**src/rtl/rr_arbiter8_if.sv**
```systemverilog
// rtl/rr_arbiter8_if.sv - request/grant bundle between requesters and the 8-way arbiter
interface rr_arbiter8_if;
    logic [7:0] req;
    logic [7:0] gnt;
    logic [2:0] gnt_idx;
    logic       gnt_valid;
    logic       timeout;

    modport master (
        output req,
        input  gnt,
        input  gnt_idx,
        input  gnt_valid,
        input  timeout
    );

    modport slave (
        input  req,
        output gnt,
        output gnt_idx,
        output gnt_valid,
        output timeout
    );
endinterface

```
**src/rtl/rr_arbiter8.sv**
```systemverilog
// rtl/rr_arbiter8.sv - 8-requester round-robin arbiter with bounded hold time
// Grant is held while the owner keeps requesting, revoked after MAX_HOLD cycles (0 = unlimited).
module rr_arbiter8 #(
    parameter int MAX_HOLD = 16,
    parameter int CNT_W    = 8
) (
    input  logic          clk,
    input  logic          rst,
    rr_arbiter8_if.slave  arb
);
    typedef enum logic [1:0] {
        IDLE    = 2'd0,
        GRANT   = 2'd1,
        RECOVER = 2'd2
    } state_t;

    localparam logic [CNT_W-1:0] HOLD_LIMIT = CNT_W'(MAX_HOLD);
    localparam bit               HOLD_BOUND = (MAX_HOLD != 0);

    state_t           state;
    logic [2:0]       ptr;
    logic [CNT_W-1:0] hold_cnt;
    logic [2:0]       sel_idx;

    // Scan from the top offset down so the nearest set bit at or after ptr wins.
    always_comb begin
        logic [2:0] cand;
        cand    = 3'd0;
        sel_idx = ptr;
        for (int k = 7; k >= 0; k--) begin
            cand = ptr + 3'(k);
            if (arb.req[cand]) begin
                sel_idx = cand;
            end
        end
    end

    always_ff @(posedge clk) begin
        if (rst) begin
            state         <= IDLE;
            ptr           <= 3'd0;
            hold_cnt      <= '0;
            arb.gnt       <= 8'h00;
            arb.gnt_idx   <= 3'd0;
            arb.gnt_valid <= 1'b0;
            arb.timeout   <= 1'b0;
        end else begin
            case (state)
                IDLE: begin
                    arb.timeout <= 1'b0;
                    if (|arb.req) begin
                        arb.gnt       <= 8'b1 << sel_idx;
                        arb.gnt_idx   <= sel_idx;
                        arb.gnt_valid <= 1'b1;
                        hold_cnt      <= CNT_W'(1);
                        state         <= GRANT;
                    end
                end
                GRANT: begin
                    if (!arb.req[arb.gnt_idx] || (HOLD_BOUND && hold_cnt == HOLD_LIMIT)) begin
                        // Just-served requester drops to lowest priority next round.
                        ptr           <= arb.gnt_idx + 3'd1;
                        arb.timeout   <= arb.req[arb.gnt_idx];
                        arb.gnt       <= 8'h00;
                        arb.gnt_idx   <= 3'd0;
                        arb.gnt_valid <= 1'b0;
                        state         <= RECOVER;
                    end else if (hold_cnt != '1) begin
                        hold_cnt <= hold_cnt + 1'b1;
                    end
                end
                RECOVER: begin
                    arb.timeout <= 1'b0;
                    hold_cnt    <= '0;
                    state       <= IDLE;
                end
                default: begin
                    state         <= IDLE;
                    hold_cnt      <= '0;
                    arb.gnt       <= 8'h00;
                    arb.gnt_idx   <= 3'd0;
                    arb.gnt_valid <= 1'b0;
                    arb.timeout   <= 1'b0;
                end
            endcase
        end
    end

    a_gnt_onehot0 : assert property (@(posedge clk) disable iff (rst) $onehot0(arb.gnt));
    a_gnt_matches : assert property (@(posedge clk) disable iff (rst)
                                     arb.gnt_valid |-> arb.gnt[arb.gnt_idx]);
    a_to_excl     : assert property (@(posedge clk) disable iff (rst)
                                     !(arb.timeout && arb.gnt_valid));
endmodule

```
**src/flat_wrapper.sv**
```systemverilog
// flat-port wrapper written by rule: the top's interface ports become plain ports
module rr_arbiter8_flat 
#(
    parameter int MAX_HOLD = 16,
    parameter int CNT_W    = 8
)
  (clk, rst, arb_req, arb_gnt, arb_gnt_idx, arb_gnt_valid, arb_timeout);
  rr_arbiter8_if arb_i ();
  input  logic clk;
  input  logic rst;
  input wire logic [$bits(arb_i.req)-1:0] arb_req;
  output wire logic [$bits(arb_i.gnt)-1:0] arb_gnt;
  output wire logic [$bits(arb_i.gnt_idx)-1:0] arb_gnt_idx;
  output wire logic [$bits(arb_i.gnt_valid)-1:0] arb_gnt_valid;
  output wire logic [$bits(arb_i.timeout)-1:0] arb_timeout;
  assign arb_i.req = arb_req;
  assign arb_gnt = arb_i.gnt;
  assign arb_gnt_idx = arb_i.gnt_idx;
  assign arb_gnt_valid = arb_i.gnt_valid;
  assign arb_timeout = arb_i.timeout;
  rr_arbiter8 #(.MAX_HOLD(MAX_HOLD), .CNT_W(CNT_W)) u_core (.clk(clk), .rst(rst), .arb(arb_i));
endmodule
```
**config.mk**
```make
export PLATFORM = sky130hd
export DESIGN_NAME = rr_arbiter8_flat
export DESIGN_NICKNAME = d
export VERILOG_FILES = /design/src/rtl/rr_arbiter8_if.sv /design/src/rtl/rr_arbiter8.sv /design/src/flat_wrapper.sv
export SDC_FILE = /design/constraint.sdc
export NUM_CORES = 1
export LEC_CHECK = 0
export CAP_MARGIN = 20
export CORE_ASPECT_RATIO = 2
export CORE_MARGIN = 3
export CORE_UTILIZATION = 45
export DETAILED_ROUTE_END_ITERATION = 8
export GPL_ROUTABILITY_DRIVEN = 0
export PLACE_DENSITY = 0.75
export SKIP_LAST_GASP = 1
export SYNTH_ARGS = -nofsm -noshare
export SYNTH_HDL_FRONTEND = slang
export SYNTH_SLANG_ARGS = --single-unit
```
**constraint.sdc**
```tcl
create_clock -name clk -period 6.4 [get_ports clk]
set_input_delay 0.96 -clock clk [delete_from_list [all_inputs] [get_ports clk]]
set_output_delay 0.96 -clock clk [all_outputs]
set_load 0.05 [all_outputs]
```
==> results.md <==
Run status:
- The run finished with clean final reports.

Floorplanning:
- In this run the count of I/O pins placed on the die edge is 23.
- The core footprint is 0.004730 mm2.
- The starting density of the core is 0.4775.
- The full die area is 0.005956 mm2.
- The initialized floorplan defines 35 standard-cell rows.
- The die width is 56.10 um.
- The die is 106.2 um tall.

Power:
- Internal power comes to 583.6 uW.
- The share of total power dissipated in combinational logic is 0.653.
- The power per standard cell area is 428.0 mW/mm2.
- Summing internal, switching and leakage power gives 1.077 mW.
- The share of total power dissipated in sequential elements is 0.222.
- In this run the power spent charging and discharging nets is 493.3 uW.
- The leakage power of the design is 0.8460 nW.
- The largest voltage drop on the vdd net is 0.0003220 V.
- The switching part of the total is 0.4581.
- The fraction of power consumed by the clock network is 0.125.

Clocking:
- Gates resized during post-CTS repair numbered 0.
- The total clock buffers created by CTS is 3.
- The later pin in the worst-skew pair is clocked with a latency of 0.27 ns.
- After clock tree synthesis, the flow added hold-fix buffers numbering 0.
- Buffers added to address setup during post-CTS repair amount to 0.
- The clock passes through at most 2 buffers.
- The root buffer cell chosen for the clock tree is clkbuf_8.
- In this run the number of H-tree levels came out at 1.
- Counting every sink on the clock net gives 26.
- The clock-pin slew on the worst setup and hold paths is 0.09 ns.
- TritonCTS built the clock tree.

Place:
- The cell area after placement is 0.002445 mm2.
- The HPWL after detailed placement is 4067 um.
- The count of input and output buffers is 22.
- The number of cells in the design after placement is 290.

Synth:
- Sorting the synthesized cells by area gives the leading types as dfxtp_1, mux4_2, mux2i_1.
- The synthesized design spends more area on one cell type than any other, namely dfxtp_1.
- During synthesis, Yosys emitted a total of 0 warnings.
- Yosys mapped a number of flops with a built-in enable equal to 0.
- The number of nets produced by synthesis is 247.
- The mean post-synth cell area is 9.735 um2.
- Of all flip-flops after synthesis, the portion carrying an async set or reset was 0.
- The gate count of the mapped netlist is 232.
- The cell area that synthesis handed to floorplanning was 0.002258 mm2.
- Counting flops and latches in the post-synthesis netlist gives 26.
- The number of different library cells in the post-synthesis netlist is 65.
- The share of the synthesized area in the top cell type is 0.2305.
- The sequential share of the synthesized area is 0.2305.
- The most used flip-flop cell after synthesis is dfxtp_1.

Setup path:
- The endpoint class of the critical path is a flip-flop.
- STA puts the critical path data required time at 6.57 ns.
- The category of the critical setup timing path is reg2reg.
- Data arrives at the worst endpoint at 4.00 ns.
- In this run the worst path has a maximum fanout of 23.
- The kind of launch point of the worst setup path is a flip-flop.
- The slack of the worst reg-to-reg path is 2.57 ns.

Timing:
- Across all hold checks on the routed design, the worst slack comes to 0.4745 ns.
- The timing-limited maximum frequency is 261.2 MHz.
- The number of failing hold endpoints at the final stage was 0.
- The post-layout minimum cycle time is 3.829 ns.
- Setup violations remaining at the end of the flow were counted as 0.
- Dividing the final minimum period by the clock period gives 0.5983.
- At the pin with the least slew margin, the transition time is 0.8447 ns.
- The number of pins exceeding their max-slew limit in the final report is 0.
- Headroom to the max-slew limit came out at 0.4361.
- Clock skew on the completed layout was measured at 0.0008169 ns.
- The total negative slack is 0 ns.
- Setup repair after global routing left no endpoint under its margin.

Global routing:
- The global-route wire length before repair is 8859 um.
- The combined global-route utilization of all metal layers is 0.1847.
- The initial antenna violation count was 0.
- The total global routing overflow is 0.
- The number of global-route vias before repair is 1879.
- The pin count of the biggest net entering global routing is 28.

Job:
- The max-cap violation count is 0.

Route:
- The routed layout has 1898 vias.
- For this run, design rule violations remaining after detail routing come to 0.
- Using the TritonRoute via totals, the vias-per-cell ratio works out to 6.456.
- The count of antenna-violating nets left after detailed routing is 0.
- The detailed-route wire length per cell is 18.04 um.
- The iteration-0 DRC count of the detailed router is 66.
- After detailed routing, the total wire length is 5305 um.
- The length of the first detailed-routing pass in iterations is 4.

Cells and area:
- In the final design database the tool counted 255 nets.
- The number of fillers in the final layout is 440.
- The summed area of non-filler cells in the final layout is 0.002516 mm2.
- The number of antenna diodes in the final layout is 0.
- In the final layout, the share of cells above drive strength 1 is 0.1506.
- Relative to the synthesized area, the layout overhead comes to 11.41%.
- After the flow finishes, the layout carries non-filler instances totaling 294.

Hold path:
- The worst hold-check path type is reg2reg.
## through the flow
step / setup slack (ns) / utilization
2_1_floorplan: 3.334 / -
3_3_place_gp: 2.716 / 0.5169
3_5_place_dp: 2.580 / 0.5169
4_1_cts: 2.573 / 0.5320
5_1_grt: 2.307 / 0.5320
6_report: 2.571 / 0.5320
## final timing paths
kind / startpoint / to / cells after the start
hold reg to reg: u_core.arb.gnt[7]$_SDFFE_PP0P_ / u_core.arb.gnt[7]$_SDFFE_PP0P_ / 1
setup reg to reg: u_core.ptr[1]$_SDFFE_PP0P_ / u_core.arb.gnt[1]$_SDFFE_PP0P_ / 9
hold / removal: u_core.arb.gnt[7]$_SDFFE_PP0P_ / u_core.arb.gnt[7]$_SDFFE_PP0P_ / 1
setup / recovery: u_core.ptr[1]$_SDFFE_PP0P_ / u_core.arb.gnt[1]$_SDFFE_PP0P_ / 9
## power by group through the flow
stage	sequential, mW	combinational, mW	clock [mW]
final	0.239	0.703	0.135
after global routing	0.245	0.759	0.144
after CTS	0.239	0.703	0.138
after detailed placement	0.244	0.699	0
after global placement	0.242	0.687	0
after floorplan	0.292	0.518	0
## area by class of cell
class	count	area, um2	share of cell area
clock inverters	1	30.03	0.01193
clock buffers	3	41.29	0.01641
repair buffers	23	227.7	0.09050
inverters	9	33.78	0.01343
multi-input cells	177	1594	0.6335
well taps	55	68.82	0.02735
flip-flops and latches	26	520.5	0.2069
## cell usage after synthesis, types with 2 or more instances
cell       instances
a2111oi_0          3
a211oi_1           5
a21o_1             3
a21oi_1           13
a22o_1             4
a22oi_1            2
a31oi_1            3
and2_1             3
and3_1             2
buf_1              2
buf_2              4
buf_4              2
buf_6              3
clkbuf_1           9
dfxtp_1           26
ha_1               5
inv_1              8
mux2_2             8
mux2i_1           12
mux4_1             4
mux4_2            11
nand2_1            9
nand3_1            5
nand4_1            3
nor2_1            20
nor2b_1            4
nor3_1             4
nor4_1             2
nor4b_1            2
o21ai_0            4
o2bb2ai_1          4
or3_1              4
xnor2_1            6
xor2_1             2
## critical path, cell delays in order (launching register included)
cell,delay [ns]
dfxtp_1,0.88
inv_1,0.14
ha_1,0.83
mux2_2,0.40
mux4_2,0.45
a21oi_1,0.16
o22ai_1,0.13
o311ai_4,0.36
a21boi_0,0.17
a22o_1,0.20
## metal layers
metal  wire [um]  up-vias  part of all wire  track usage
li1            -      899                 -            -
met1        1903      932              0.36       0.1976
met2        2922       45              0.55       0.3384
met3         154       22             0.029     0.007290
met4         324        0             0.061       0.1256
met5           0        -                 0            0
## logic make-up after synthesis
logic type,after synthesis,synth area share
AO/OA/AOI/OAI,57,0.2017
flip-flops,26,0.2305
AND/OR/NAND/NOR,69,0.1729
adder cells (fa/ha/maj),5,0.02770
buffers and inverters,29,0.06371
multiplexers,37,0.2654
XOR/XNOR,9,0.03823
## registers in the layout, indices dropped and copies added, names as in the netlist
name                  count
u_core.arb.timeout        1
u_core.ptr                3
u_core.arb.gnt_valid      1
u_core.state              2
u_core.hold_cnt           8
u_core.arb.gnt_idx        3
u_core.arb.gnt            8
## placed cells by master, fill, tap and decap left out, types with 2 or more instances in the layout
cell / instances
clkdlybuf4s50_1: 22
a2111oi_0: 3
or3_1: 4
a21o_1: 3
nor3_1: 4
nand2_1: 9
inv_1: 8
ha_1: 5
mux2i_1: 12
xor2_1: 2
a211oi_1: 5
nor2b_1: 4
clkbuf_8: 3
o2bb2ai_1: 4
mux2_2: 8
and2_1: 3
a21oi_1: 13
dfxtp_1: 26
nor4b_1: 2
a22o_1: 4
nand4_1: 3
nand3_1: 5
a22oi_1: 2
xnor2_1: 6
nor4_1: 2
mux4_1: 4
a31oi_1: 3
and3_1: 2
o21ai_0: 4
mux4_2: 11
nor2_1: 20
No activity file was read; power rests on OpenSTA's default activity.
